File: config.mk
export PLATFORM = sky130hd
export DESIGN_NAME = pc_phase_sequencer
export DESIGN_NICKNAME = d
export VERILOG_FILES = /design/src/rtl/pc_phase_sequencer.sv
export SDC_FILE = /design/constraint.sdc
export NUM_CORES = 1
export LEC_CHECK = 0
export BUFFER_PORTS_ARGS = -buffer_cell sky130_fd_sc_hd__buf_4
export CAP_MARGIN = 20
export CORE_AREA = 2 2 45 47
export CTS_CLUSTER_DIAMETER = 50
export DETAILED_ROUTE_END_ITERATION = 8
export DIE_AREA = 0 0 47 49
export HOLD_SLACK_MARGIN = 0.05
export PLACE_DENSITY = 0.89
export SYNTH_ARGS = -nofsm -noshare
export SYNTH_HDL_FRONTEND = slang
export SYNTH_SLANG_ARGS = --single-unit
File: constraint.sdc
create_clock -name CLK -period 2.14 [get_ports CLK]
set_clock_uncertainty 0.05 [all_clocks]
set_input_delay 0.428 -clock CLK [delete_from_list [all_inputs] [get_ports CLK]]
set_output_delay 0.428 -clock CLK [all_outputs]
set_load 0.005 [all_outputs]
File: src/rtl/pc_phase_sequencer.sv
`default_nettype none
// ============================================================================
//  Module   : pc_phase_sequencer
//  Purpose  : Front-end sequencer for the 4-bit processor. Holds the 12-bit
//             program counter into the 4096 x 8 program ROM, runs the
//             two-phase FETCH/EXECUTE toggle that paces the fetch register,
//             and applies branch loads and halt requests from decode.
//  Revision : 1.0 - initial release
// ============================================================================
module pc_phase_sequencer #(
  parameter logic [11:0] RESET_PC = 12'h000
) (
  input  logic        CLK,
  input  logic        RESET,
  input  logic        EN,
  input  logic        LOAD_PC,
  input  logic [11:0] LOAD_ADDR,
  input  logic        HALT_REQ,
  output logic [11:0] PC,
  output logic        PHASE,
  output logic        FETCH_EN,
  output logic        EXEC_EN,
  output logic        HALTED
);

  typedef enum logic [1:0] {
    S_FETCH   = 2'd0,
    S_EXECUTE = 2'd1,
    S_HALT    = 2'd2
  } state_t;

  state_t      state;
  state_t      next_state;
  logic [11:0] pc;
  logic [11:0] next_pc;

  // State and program-counter registers; reset wins over EN.
  always_ff @(posedge CLK) begin
    if (RESET) begin
      state <= S_FETCH;
      pc    <= RESET_PC;
    end else begin
      state <= next_state;
      pc    <= next_pc;
    end
  end

  // Next-state / next-PC decode. Everything holds unless EN is high.
  // The PC advances at the end of FETCH so it is stable through EXECUTE,
  // where decode may overwrite it with a branch target.
  always_comb begin
    next_state = state;
    next_pc    = pc;
    if (EN) begin
      case (state)
        S_FETCH: begin
          // Natural 12-bit wrap from FFF to 000.
          next_pc    = pc + 12'd1;
          next_state = S_EXECUTE;
        end
        S_EXECUTE: begin
          // A load together with a halt still lands, so HALT shows the target.
          if (LOAD_PC) begin
            next_pc = LOAD_ADDR;
          end
          next_state = HALT_REQ ? S_HALT : S_FETCH;
        end
        S_HALT: begin
          // Only RESET leaves HALT.
          next_state = S_HALT;
        end
        default: begin
          next_state = S_FETCH;
        end
      endcase
    end
  end

  // Output decode: registered-state flags plus EN-qualified phase strobes.
  always_comb begin
    PC       = pc;
    PHASE    = (state == S_EXECUTE);
    HALTED   = (state == S_HALT);
    FETCH_EN = EN && (state == S_FETCH);
    EXEC_EN  = EN && (state == S_EXECUTE);
  end

endmodule
`default_nettype wire

==> results of run 1 <==
## critical path, stage by stage (launching register included)
cell and delay, ns:
dfxtp_1 0.47, nand2b_2 0.21, inv_2 0.34, buf_4 0.18
## worst max path at each step
stage	slack (ns)	endpoint
after floorplan	0.66	PC[8]
after global placement	0.45	PC[1]
after detailed placement	0.45	PC[1]
after CTS	0.19	PHASE
after global routing	0.06	PHASE
final	0.17	PHASE
## state kept, by name, indices dropped and copies added, names as in the netlist
signal and flops:
PC 12, state 2
## power by group through the flow
| stage | clock network, W | logic (W) | registers (W) |
|---|---|---|---|
| floorplan | 0 | 0.0000936 | 0.000303 |
| global placement | 0 | 0.000148 | 0.000305 |
| detailed placement | 0 | 0.000150 | 0.000307 |
| CTS | 0.000150 | 0.000151 | 0.000302 |
| global route | 0.000163 | 0.000167 | 0.000305 |
| finish | 0.000151 | 0.000151 | 0.000302 |
## logic make-up after synthesis
family                   share of synthesized area
buffers and inverters                      0.06858
AND/OR/NAND/NOR                             0.3361
AO/OA/AOI/OAI                               0.2620
multiplexers                               0.01234
flip-flops                                  0.3073
adder cells (fa/ha/maj)                    0.01372
## area by class of cell
| type | instances | area (µm²) |
|---|---|---|
| repair buffers | 33 | 247.7 |
| multi-input cells | 92 | 569.3 |
| flip-flops and latches | 14 | 280.3 |
| clock buffers | 3 | 22.52 |
| well taps | 27 | 33.78 |
| fillers | 181 | 673.1 |
| inverters | 4 | 15.01 |
## metal layers
layer,GRT usage,share of wire,wire (µm),up-vias
li1,-,-,-,488
met1,0.2802,0.44,990,448
met2,0.3425,0.49,1100,35
met3,0.03333,0.047,106,7
met4,0.09259,0.024,53,0
met5,0,0,0,-
## per-stage QoR
stage | power (W) | cell area [µm²] | std cells | setup WS, ns | utilization
floorplan | 0.0003969 | 912.1 | 116 | 0.6574 | -
global placement | 0.0004531 | 1146 | 170 | 0.4546 | 0.6223
detailed placement | 0.0004579 | 1146 | 170 | 0.4464 | 0.6223
CTS | 0.0006031 | 1169 | 173 | 0.1892 | 0.6345
global route | 0.0006353 | 1169 | 173 | 0.05798 | 0.6345
finish | 0.0006052 | 1169 | 173 | 0.1717 | 0.6345
## synth_stat cells (2+ instances only)
| cell | instances | area [µm²] |
|---|---|---|
| or3_1 | 2 | 12.51 |
| dfxtp_1 | 14 | 280.3 |
| nor2_1 | 9 | 33.78 |
| and2_1 | 5 | 31.28 |
| a21oi_1 | 5 | 25.02 |
| a211oi_2 | 2 | 25.02 |
| buf_2 | 2 | 10.01 |
| nand4_1 | 2 | 12.51 |
| nand2_1 | 15 | 56.30 |
| o311a_1 | 2 | 20.02 |
| nor3_1 | 4 | 20.02 |
| inv_1 | 3 | 11.26 |
| nand4b_1 | 2 | 17.52 |
| a22o_1 | 3 | 26.28 |
| o21ai_0 | 7 | 35.03 |
| a31oi_1 | 6 | 37.54 |
| nor2b_1 | 3 | 18.77 |
| o21ai_1 | 2 | 10.01 |
| a32o_1 | 3 | 30.03 |
| nand3_1 | 7 | 35.03 |
==> results.toml, run 1 <==
[cts]
cts_tree = "yes"
cts_made_buffers = 3
clock-root-buffer = "clkbuf_4"
postCtsResizedCells = 0
clkSinkCount = 14
clk_path_buf_depth = 2
clk_pin_slew_ns = 0.08
clock_latency_ns = 0.28
h-tree-depth = 1
hold_buffers = 0
post_cts_buffers = 0

[setup_path]
worstReg2RegStart = "PC[1]"
r2r_cells = 5
rrSetupSlack_ns = 0.47
cp-end-kind = "output port"
rr_endpoint = "PC[10]"
arrival_ns = 1.49
cp-startpoint = "state[0]"
required_ns = 1.66
critPathKind = "reg2out"
crit_fanout = 25
cp-start-kind = "flip-flop"

[run]
cap_violations = 0

[outcome]
status = "finished, final reports clean"

[hold_path]
min_to = "PC[6]"
hp-class = "in2reg"
hold_path.startpoint = "RESET"
holdPathStages = 2

[die]
initial_utilization = 0.4952
die_height_um = 49
placeableCoreArea_um2 = 1842
ios = 33
rows = 16
dieArea_um2 = 2303
die-width_um = 47

[cells_and_area]
final_common_cell = "buf_4"
antenna_cells = 0
final_cell_mix = "buf_4 (33), nand2_1 (15), dfxtp_1 (14)"
area.growth.synth_to_final_pct = 28.12
nets = 166
drive_above_1_share = 0.3082

[logic_synthesis]
netlist_area_um2 = 912.1
synth_top_flop_cell = "dfxtp_1"
avgSynthCellArea_um2 = 7.863
asyncSetResetFlopFracSynth = 0
ys_types = 38
ys_seq_area_frac = 0.3073
postSynthCellCount = 116
ys_warn_count = 0
synth_edf_count = 0
syn-num-nets = 134
synth_seq_cells = 14

[detailed_routing]
wl_mm = 2.250
drt_drc_violations_left = 0
wl_per_cell_um = 13.01
drtIter0Drc = 33
vias = 978
ant_nets = 0
viasPerCell = 5.653
drtPass1Iterations = 4

[timing]
finalSetupViolations = 0
fin_hold_ws_ns = 0.3707
slew_viol_final = 0
rsz0062_at_grt = "false"
tns_ns = 0
maxSlewHeadroom = 0.7452
fin_crit_sh = 0.9198
hold_viol = 0
min_period_ns = 1.968
fmax_mhz = 508.1
worst_pin_slew_ns = 0.3817

[global_routing]
antenna_found_initial = 0
grt.overflow.total = 0
gr-usage-all-layers = 0.2160
grt_pass1_wl_mm = 3.746
first_global_vias = 873
grt_max_degree = 26

[pwr]
vdd_ir_drop_max_uv = 334.2
sw_frac_of_total = 0.3050
pwr-share-seq = 0.500
power_frac_comb = 0.250
p_int_w = 0.0004206
power_leakage_nw = 0.4526
p_switching_w = 0.0001846
power_density_nw_per_um2 = 517.9
power_frac_clock = 0.250

[placed_design]
port_buffers = 32
gp_congestion = 0.8199
dp_hpwl_mm = 1.668
(Power assumes the default switching activity.)
==> inputs of run 2 (changes only) <==
ABC_AREA = 1   (was unset)
CORE_AREA = 2 2 46 48   (was 2 2 45 47)
DIE_AREA = 0 0 48 50   (was 0 0 47 49)
==> results.toml, run 2 <==
[outcome]
status = "finished, final reports clean"

[pwr]
vdd_ir_drop_max_uv = 374.2
power_leakage_nw = 0.5202
sw_frac_of_total = 0.3218
power_density_nw_per_um2 = 522.6
power_frac_comb = 0.284
pwr-share-seq = 0.478
power_frac_clock = 0.238
p_switching_w = 0.0002041
p_int_w = 0.0004301

[timing]
min_period_ns = 1.832
hold_viol = 0
fin_crit_sh = 0.8560
slew_viol_final = 0
maxSlewHeadroom = 0.7533
worst_pin_slew_ns = 0.3687
setup_slack_ns = 0.3081
rsz0062_at_grt = "false"
tns_ns = 0
finalSetupViolations = 0
fmax_mhz = 545.9

[hold_path]
hold_path.startpoint = "RESET"
hp-class = "in2reg"

[setup_path]
cpLargestDelayFamily = "flip-flops"
cp-start-kind = "flip-flop"
crit_chain = "nand2_2 > inv_2 > buf_4"
cp-end-kind = "output port"
crit_fanout = 20
crit_buf_inv = 2
arrival_ns = 1.35
critPathSlowestCell = "dfxtp_1"
critPathMaxStageDelay_ns = 0.44
cp-startpoint = "state[0]"
critPathKind = "reg2out"
required_ns = 1.66
worstReg2RegStart = "PC[0]"

[cells_and_area]
final_cell_mix = "nand2_1 (40), buf_4 (32), nor2_1 (25)"
nets = 196
area.growth.synth_to_final_pct = 26.47
largest_reg_flops = 12
antenna_cells = 0
drive_above_1_share = 0.3125
final_common_cell = "nand2_1"

[logic_synthesis]
synth_top_area_share = 0.2920
synth_most_common_cell = "nand2_1"
asyncSetResetFlopFracSynth = 0
avgSynthCellArea_um2 = 6.618
syn-num-nets = 163
synth_seq_cells = 14
postSynthCellCount = 145
ys_seq_area_frac = 0.2920
synth_top_flop_cell = "dfxtp_1"
ys_types = 27
yosysTopAreaCell = "dfxtp_1"
netlist_area_um2 = 959.7
synth.area.top_cells = "dfxtp_1 (29%), nand2_1 (16%), nor2_1 (9.8%)"
synth_edf_count = 0
ys_warn_count = 0
netlist_top_cells_count = "nand2_1 (40), nor2_1 (25), dfxtp_1 (14)"

[placed_design]
port_buffers = 32
gp_congestion = 0.8731
dp_hpwl_mm = 1.697
dp_slack_ns = 0.6499

[cts]
postCtsResizedCells = 0
clk_path_buf_depth = 2
clkSinkCount = 14
clock_latency_ns = 0.28
cts_tree = "yes"
hold_buffers = 0
cts_made_buffers = 3
h-tree-depth = 1
clk_pin_slew_ns = 0.08
post_cts_buffers = 0
clock-root-buffer = "clkbuf_4"

[die]
initial_utilization = 0.5046
placeableCoreArea_um2 = 1902
ios = 33
die-width_um = 48
die_height_um = 50
rows = 16
dieArea_um2 = 2400

[detailed_routing]
drtIter0Drc = 38
vias = 1026
viasPerCell = 5.054
ant_nets = 0
drt_drc_violations_left = 0
wl_per_cell_um = 10.95
wl_mm = 2.222
drtPass1Iterations = 4

[global_routing]
grt.overflow.total = 0
first_global_vias = 837
grt_pass1_wl_mm = 3.463
grt_max_degree = 21
gr-usage-all-layers = 0.1986
antenna_found_initial = 0

[run]
cap_violations = 0
[run 2: worst paths after layout]
kind         endpoint  slack (ns)  depth (start not counted)
max             PHASE        0.31                          3
min            PC[11]        0.36                          2
max reg2reg    PC[10]        0.69                          7
min reg2reg     PC[4]        0.44                          2
[run 2: kinds of logic after synthesis]
logic type	after synthesis	synth area share
adder cells (fa/ha/maj)	1	0.01304
AND/OR/NAND/NOR	87	0.4172
buffers and inverters	16	0.09647
flip-flops	14	0.2920
AO/OA/AOI/OAI	27	0.1812
[run 2: through the flow]
step	utilization	power, W	instances	cell area (µm²)	hold slack [ns]
after floorplan	-	0.0004239	145	959.7	0.4235
after global placement	0.6263	0.0004808	200	1191	0.4199
after detailed placement	0.6263	0.0004878	200	1191	0.4314
after CTS	0.6382	0.0006340	203	1214	0.3561
after global routing	0.6382	0.0006645	203	1214	0.3608
final	0.6382	0.0006342	203	1214	0.3553
[run 2: worst reg2reg max path, cell delays in order, from the launching register on]
cell and delay, ns:
dfxtp_1 0.43, ha_1 0.22, nand3_1 0.10, nor2_2 0.20, nand3b_1 0.10, nand3_1 0.09, nand2_1 0.08, a21oi_2 0.13
[run 2: metal layers]
metal	global-route usage	share of wire	vias up	routed length [µm]
li1	-	-	530	-
met2	0.2978	0.46	42	1031
met4	0.1171	0.031	0	68
met3	0.02198	0.063	9	141
met1	0.2622	0.44	445	980
met5	0	0	-	0
[run 2: power groups by stage]
stage | clock, W | combinational [W] | sequential, W
floorplan | 0 | 0.000119 | 0.000305
global placement | 0 | 0.000174 | 0.000307
CTS | 0.000151 | 0.000180 | 0.000303
detailed placement | 0 | 0.000179 | 0.000309
global route | 0.000159 | 0.000199 | 0.000306
finish | 0.000151 | 0.000180 | 0.000303
[run 2: cell type report]
cell class / instances / area (µm²)
Inverter: 12 / 50.05
Sequential cell: 14 / 280.3
Clock buffer: 3 / 22.52
Timing Repair Buffer: 32 / 240.2
Fill cell: 163 / 688.2
Tap cell: 27 / 33.78
Multi-Input combinational cell: 115 / 586.8
